[config.mk]
export PLATFORM = sky130hd
export DESIGN_NAME = pe_network_interface
export DESIGN_NICKNAME = d
export VERILOG_FILES = /design/src/rtl/pe_network_interface.sv
export SDC_FILE = /design/constraint.sdc
export NUM_CORES = 1
export LEC_CHECK = 0
export ABC_AREA = 1
export CAP_MARGIN = 15
export CORE_MARGIN = 2
export CORE_UTILIZATION = 57
export CTS_BUF_LIST = sky130_fd_sc_hd__clkbuf_16
export DETAILED_ROUTE_END_ITERATION = 16
export PLACE_DENSITY = 0.8
export SETUP_SLACK_MARGIN = 0.02
export SLEW_MARGIN = 20
export SYNTH_ARGS = -nofsm -noshare
export SYNTH_HDL_FRONTEND = slang
export SYNTH_SLANG_ARGS = --single-unit
[constraint.sdc]
create_clock -name clk -period 2.9 [get_ports clk]
set_input_delay 0.58 -clock clk [delete_from_list [all_inputs] [get_ports clk]]
set_output_delay 0.58 -clock clk [all_outputs]
set_load 0.05 [all_outputs]
[src/rtl/pe_network_interface.sv]
// pe_network_interface: bridge between a processing element and the PE port of a four-way router.
// Outbound flits are queued in an output FIFO and injected on net_so/net_do under net_ro
// backpressure. Inbound flits are queued in an input FIFO and read by the PE through a
// 2-bit register window: 0=IN_DATA 1=IN_STATUS 2=OUT_DATA 3=OUT_STATUS.
// Build option: define NIC_POLARITY_GATE_EN to offer a flit only when net_polarity matches its
// VC tag bit; undefined, injection ignores net_polarity.
module pe_network_interface #(
  parameter int unsigned DATA_W    = 64,
  parameter int unsigned VC_BIT    = 63,
  parameter int unsigned OUT_DEPTH = 4,
  parameter int unsigned IN_DEPTH  = 4
) (
  input  logic              clk,
  input  logic              reset,
  input  logic [1:0]        addr,
  input  logic [DATA_W-1:0] d_in,
  output logic [DATA_W-1:0] d_out,
  input  logic              nicEn,
  input  logic              nicWrEn,
  output logic              net_so,
  input  logic              net_ro,
  output logic [DATA_W-1:0] net_do,
  input  logic              net_si,
  output logic              net_ri,
  input  logic [DATA_W-1:0] net_di,
  input  logic              net_polarity,
  output logic              drop_err
);

  localparam int unsigned OAW = $clog2(OUT_DEPTH);
  localparam int unsigned IAW = $clog2(IN_DEPTH);

  typedef logic [OAW-1:0]    out_ptr_t;
  typedef logic [OAW:0]      out_cnt_t;
  typedef logic [IAW-1:0]    in_ptr_t;
  typedef logic [IAW:0]      in_cnt_t;
  typedef logic [DATA_W-1:0] data_t;

  localparam out_cnt_t OUT_FULL_CNT = out_cnt_t'(OUT_DEPTH);
  localparam in_cnt_t  IN_FULL_CNT  = in_cnt_t'(IN_DEPTH);

  // Output FIFO state
  data_t    r_out_mem [OUT_DEPTH];
  out_ptr_t r_out_wp;
  out_ptr_t r_out_rp;
  out_cnt_t r_out_cnt;

  // Input FIFO state
  data_t   r_in_mem [IN_DEPTH];
  in_ptr_t r_in_wp;
  in_ptr_t r_in_rp;
  in_cnt_t r_in_cnt;

  data_t r_d_out;
  logic  r_drop_err;

  logic w_out_full, w_out_empty, w_in_full, w_in_empty;
  logic w_out_wr, w_out_push, w_out_pop;
  logic w_in_rd, w_in_push, w_in_pop;
  logic w_gate;

  assign w_out_full  = (r_out_cnt == OUT_FULL_CNT);
  assign w_out_empty = (r_out_cnt == '0);
  assign w_in_full   = (r_in_cnt == IN_FULL_CNT);
  assign w_in_empty  = (r_in_cnt == '0);

`ifdef NIC_POLARITY_GATE_EN
  // Head-of-line flit waits for the router cycle whose polarity matches its VC tag.
  assign w_gate = (net_polarity == net_do[VC_BIT]);
`else
  assign w_gate = 1'b1;
`endif

  assign net_do = r_out_mem[r_out_rp];
  assign net_so = !w_out_empty && net_ro && w_gate;
  assign net_ri = !w_in_full;

  assign w_out_wr   = nicEn && nicWrEn && (addr == 2'd2);
  assign w_out_push = w_out_wr && !w_out_full;
  assign w_out_pop  = net_so;

  assign w_in_rd   = nicEn && !nicWrEn && (addr == 2'd0);
  assign w_in_push = net_si && net_ri;
  assign w_in_pop  = w_in_rd && !w_in_empty;

  assign d_out    = r_d_out;
  assign drop_err = r_drop_err;

  // Output FIFO storage: write at the tail on an accepted PE write.
  always_ff @(posedge clk or negedge reset) begin
    if (!reset) begin
      for (int unsigned i = 0; i < OUT_DEPTH; i++) r_out_mem[i] <= '0;
    end else if (w_out_push) begin
      r_out_mem[r_out_wp] <= d_in;
    end
  end

  // Output FIFO pointers and occupancy.
  always_ff @(posedge clk or negedge reset) begin
    if (!reset) begin
      r_out_wp  <= '0;
      r_out_rp  <= '0;
      r_out_cnt <= '0;
    end else begin
      if (w_out_push) r_out_wp <= r_out_wp + out_ptr_t'(1);
      if (w_out_pop)  r_out_rp <= r_out_rp + out_ptr_t'(1);
      unique case ({w_out_push, w_out_pop})
        2'b10:   r_out_cnt <= r_out_cnt + out_cnt_t'(1);
        2'b01:   r_out_cnt <= r_out_cnt - out_cnt_t'(1);
        default: r_out_cnt <= r_out_cnt;
      endcase
    end
  end

  // Input FIFO storage: write at the tail on an accepted router flit.
  always_ff @(posedge clk or negedge reset) begin
    if (!reset) begin
      for (int unsigned i = 0; i < IN_DEPTH; i++) r_in_mem[i] <= '0;
    end else if (w_in_push) begin
      r_in_mem[r_in_wp] <= net_di;
    end
  end

  // Input FIFO pointers and occupancy.
  always_ff @(posedge clk or negedge reset) begin
    if (!reset) begin
      r_in_wp  <= '0;
      r_in_rp  <= '0;
      r_in_cnt <= '0;
    end else begin
      if (w_in_push) r_in_wp <= r_in_wp + in_ptr_t'(1);
      if (w_in_pop)  r_in_rp <= r_in_rp + in_ptr_t'(1);
      unique case ({w_in_push, w_in_pop})
        2'b10:   r_in_cnt <= r_in_cnt + in_cnt_t'(1);
        2'b01:   r_in_cnt <= r_in_cnt - in_cnt_t'(1);
        default: r_in_cnt <= r_in_cnt;
      endcase
    end
  end

  // PE read data: registered, holds when there is no read access.
  always_ff @(posedge clk or negedge reset) begin
    if (!reset) begin
      r_d_out <= '0;
    end else if (nicEn && !nicWrEn) begin
      unique case (addr)
        2'd0:    r_d_out <= w_in_empty ? '0 : r_in_mem[r_in_rp];
        2'd1:    r_d_out <= {{(DATA_W-2){1'b0}}, w_in_full, !w_in_empty};
        2'd2:    r_d_out <= '0;
        default: r_d_out <= {{(DATA_W-2){1'b0}}, w_out_empty, w_out_full};
      endcase
    end
  end

  // Sticky drop flag: a write while full is lost even if a pop happens on the same edge.
  always_ff @(posedge clk or negedge reset) begin
    if (!reset) begin
      r_drop_err <= 1'b0;
    end else if (w_out_wr && w_out_full) begin
      r_drop_err <= 1'b1;
    end
  end

endmodule

==> metrics.md, run 1 <==
| Metric | Value |
|---|---|
| Outcome | complete, no violations |
| M1 WL | between 30,000 and 40,000 um |
| Die W | roughly 220 um |
| Reg2reg start | r_out_cnt[0]$_DFFE_PN0P_ |
| CTS Buffer Depth | 3 |
| Fin. Hold Viols | 0 |
| Clk Tree Root Cell | clkbuf_16 |
| Routed wire length | 79,300 um |
| Hold Crit Depth | 1 |
| Synth warnings | 0 |
| Initial DRC Count | 2,760 |
| Data required, critical path | 2.32 ns |
| WL met3 | 7461 um |
| Final Setup Violations | 0 |
| R2r setup slk | 0.65 ns |
| Max layer used | met5 |
| Metal2 WL | between 30,000 and 40,000 um |
| Hold Path Class | register to register |
| Die Y-Extent | 221.3 um |
| Initial Utilization | 57.81% |
| Std-Cell Rows | 79 |
| Vias in the first global route | 24,420 |
| Critical Path Fanout Max | 31 |
| Core area | around 47,000 um^2 |
| Yosys reg bits | a little under 600 |
| Fin cells | ~4,200 |
| IO buf count | 266 |
| Static Leak | between 15 and 20 nW |
| Most frequent cells in the layout | nand2_1, o21ai_0, dfrtp_1 |
| Synth unique cells | 25 |
| Hold EP | drop_err$_DFFE_PN0P_ |
| Worst hold slack | 0.4756 ns |
| Setup crit end kind | output port |
| VDD IR-drop max | 1.117 mV |
| Initial antenna violation count | 12 |
| NumNets Final | roughly 3,700 |
| Post-DP HPWL | 43,420 um |
| Avg WL per Cell | 18.88 um |
| Worst-path clk slew | 0.06 ns |
| Slew Viols, Final | 0 |
| Final min period | 2.845 ns |
| Largest net degree at the start of global routing | 227 |
| Overflow after GRT | 0 |
| Slew HR | between 30% and 40% |
| Layout Skew | roughly 0.014 ns |
| Detailed-route DRC error count | 0 |
| Fill cell total of the finished layout | 3,598 |
| Pwr Density | 1204 nW/um^2 |
| Post-layout util | 68.80% |
| Critical Path AT | 2.27 ns |
| Gpl congestion | 0.8175 |
| Average size of a mapped cell | 7.974 um^2 |
| Via density per instance | between 5 and 6 |
| Fin crit share | 98.11% |
| Postcts setup bufs | 0 |
| Area grow syn2layout | 19.02% |
| Vias | approximately 25,000 |
| Total Routing Usage GR | 31.51% |
| Reg2Reg Depth | 9 |
| Detailed Routing Iterations Pass 1 | 6 |
| Cell count after placement | about 4,000 |
| Synthesized cell area | 26,910 um^2 |
| Setup CP Type | register to output port |
| Num CTS Buffers | 59 |
| Worst flop-to-flop path endpoint | r_out_cnt[2]$_DFFE_PN0P_ |
| CTS sink cnt | 591 |
| Commonest non-fill, non-tap cell in the layout | nand2_1 |
| Area of the die | 48,970 um^2 |
| Critical path launch point type | register |
| Max Cap Viol | 0 |
| Max Fclk | 351.5 MHz |
| IO Pins | 268 |
| Min-delay src | drop_err$_DFFE_PN0P_ |
| CTS tree | done |
| RSZ-0062 raised after global routing | true |
| First-pass GRT wire length | 125,700 um |
| Syn_nets | 3,524 |
| H-tree depth | 2 |
| Cells after Synth | 3,375 |
| Fin Setup TNS | 0 ns |
| Share of cells above drive strength 1 | 7.229% |
| Final antenna-violating net count | 0 |
| Seq/Total Area, Yosys | 54.95% |
| Worst-skew pair later-pin latency | 0.63 ns |
| Worst-margin pin slew | 0.9501 ns |
[power breakdown]
group          total, mW  internal (mW)  switching, mW
logic               17.7           5.18           12.5
clock network       7.51           4.22           3.29
registers           13.4           11.7           1.70
[timing repair]
item,in CTS,in global routing
resized for setup,3,4
setup endpoints to repair,7,17
endpoints found under the hold margin,60,0
hold buffers,1,0
cloned,0,3
[how the worst max path moves through the flow]
| stage | start | to | slack [ns] | cells past startpoint |
|---|---|---|---|---|
| 4_1_cts | r_out_rp[0]$_DFFE_PN0P_ | net_do[25] | 0.04 | 4 |
| 6_report | r_out_rp[0]$_DFFE_PN0P_ | net_do[46] | 0.05 | 5 |
| 5_1_grt | r_out_rp[0]$_DFFE_PN0P_ | net_do[53] | -0.08 | 5 |
| 3_5_place_dp | addr[1] | r_out_cnt[1]$_DFFE_PN0P_ | 0.16 | 8 |
| 2_1_floorplan | r_in_cnt[0]$_DFFE_PN0P_ | r_in_cnt[1]$_DFFE_PN0P_ | 0.39 | 8 |
| 3_3_place_gp | nicEn | r_out_cnt[2]$_DFFE_PN0P_ | 0.27 | 10 |
[critical path, cell delays in order, from the launching register on]
cell and delay [ns]:
dfrtp_4 0.53, clkinv_4 0.23, buf_16 0.22, o21ai_0 0.11
o22ai_1 0.27, buf_4 0.26
[through the flow]
| step | instance area [um^2] | total power, mW | worst slack [ns] |
|---|---|---|---|
| after global routing | 32020 | 40.87 | -0.07568 |
| after detailed placement | 30010 | 30.60 | 0.1591 |
| final | 32030 | 38.56 | 0.05476 |
| after global placement | 30010 | 29.90 | 0.2653 |
| after floorplan | 26910 | 24.69 | 0.3861 |
| after CTS | 31900 | 38.18 | 0.04373 |
[layer usage]
metal / track usage (%) / up-vias
met5: 0 / -
met4: 11.99 / 12
met3: 6.015 / 184
met2: 53.25 / 1315
met1: 40.40 / 11860
li1: - / 11270
[cells by family after synthesis]
family	after synthesis	synth area share, %
mux	1	0.04184
compound gates	780	14.82
buf+inv	289	4.789
flops	591	54.95
xor+xnor	8	0.2604
simple gates	1694	24.52
fa+ha+maj	12	0.6137
[Yosys cell counts]
master	instances	share of area (%)
nand2_1	1408	20
o21ai_0	707	13
dfrtp_1	591	55
clkbuf_1	175	2.4
nor2_1	148	2.1
nand3_1	130	2.4
o22ai_1	64	1.5
buf_2	43	0.80
inv_1	28	0.39
buf_4	14	0.39
buf_6	13	0.54
buf_1	10	0.14
ha_1	10	0.46
a21oi_1	8	0.15
xor2_1	6	0.20
nor2_8	4	0.30
clkinv_1	3	0.042
inv_2	3	0.042
fa_1	2	0.15
nand4_1	2	0.046
xnor2_1	2	0.065
a31o_2	1	0.033
mux2_2	1	0.042
nand2_2	1	0.023
nor3_2	1	0.037
[sequential cells by signal, indices dropped and copies added (netlist names)]
| name | count |
|---|---|
| r_out_cnt | 3 |
| r_out_mem | 256 |
| r_out_wp | 2 |
| r_in_cnt | 3 |
| r_in_rp | 2 |
| d_out | 64 |
| r_in_wp | 2 |
| r_in_mem | 256 |
| r_out_rp | 2 |
| drop_err | 1 |
[area by class of cell]
class	instances	area (um^2)	area share [%]
Antenna cell	9	22.52	0.07032
Clock buffer	59	1476	4.610
Clock inverter	52	396.6	1.238
Inverter	34	133.9	0.4180
Multi-Input combinational cell	2495	10900	34.04
Sequential cell	591	14800	46.20
Tap cell	607	759.5	2.371
Timing Repair Buffer	352	3540	11.05
(Power assumes the default switching activity.)
==> inputs of run 2 (changes only) <==
ABC_CLOCK_PERIOD_IN_PS = 2900   (was unset)
==> results of run 2 <==
Final layout, timing and power as in run 1 (identical DEF).
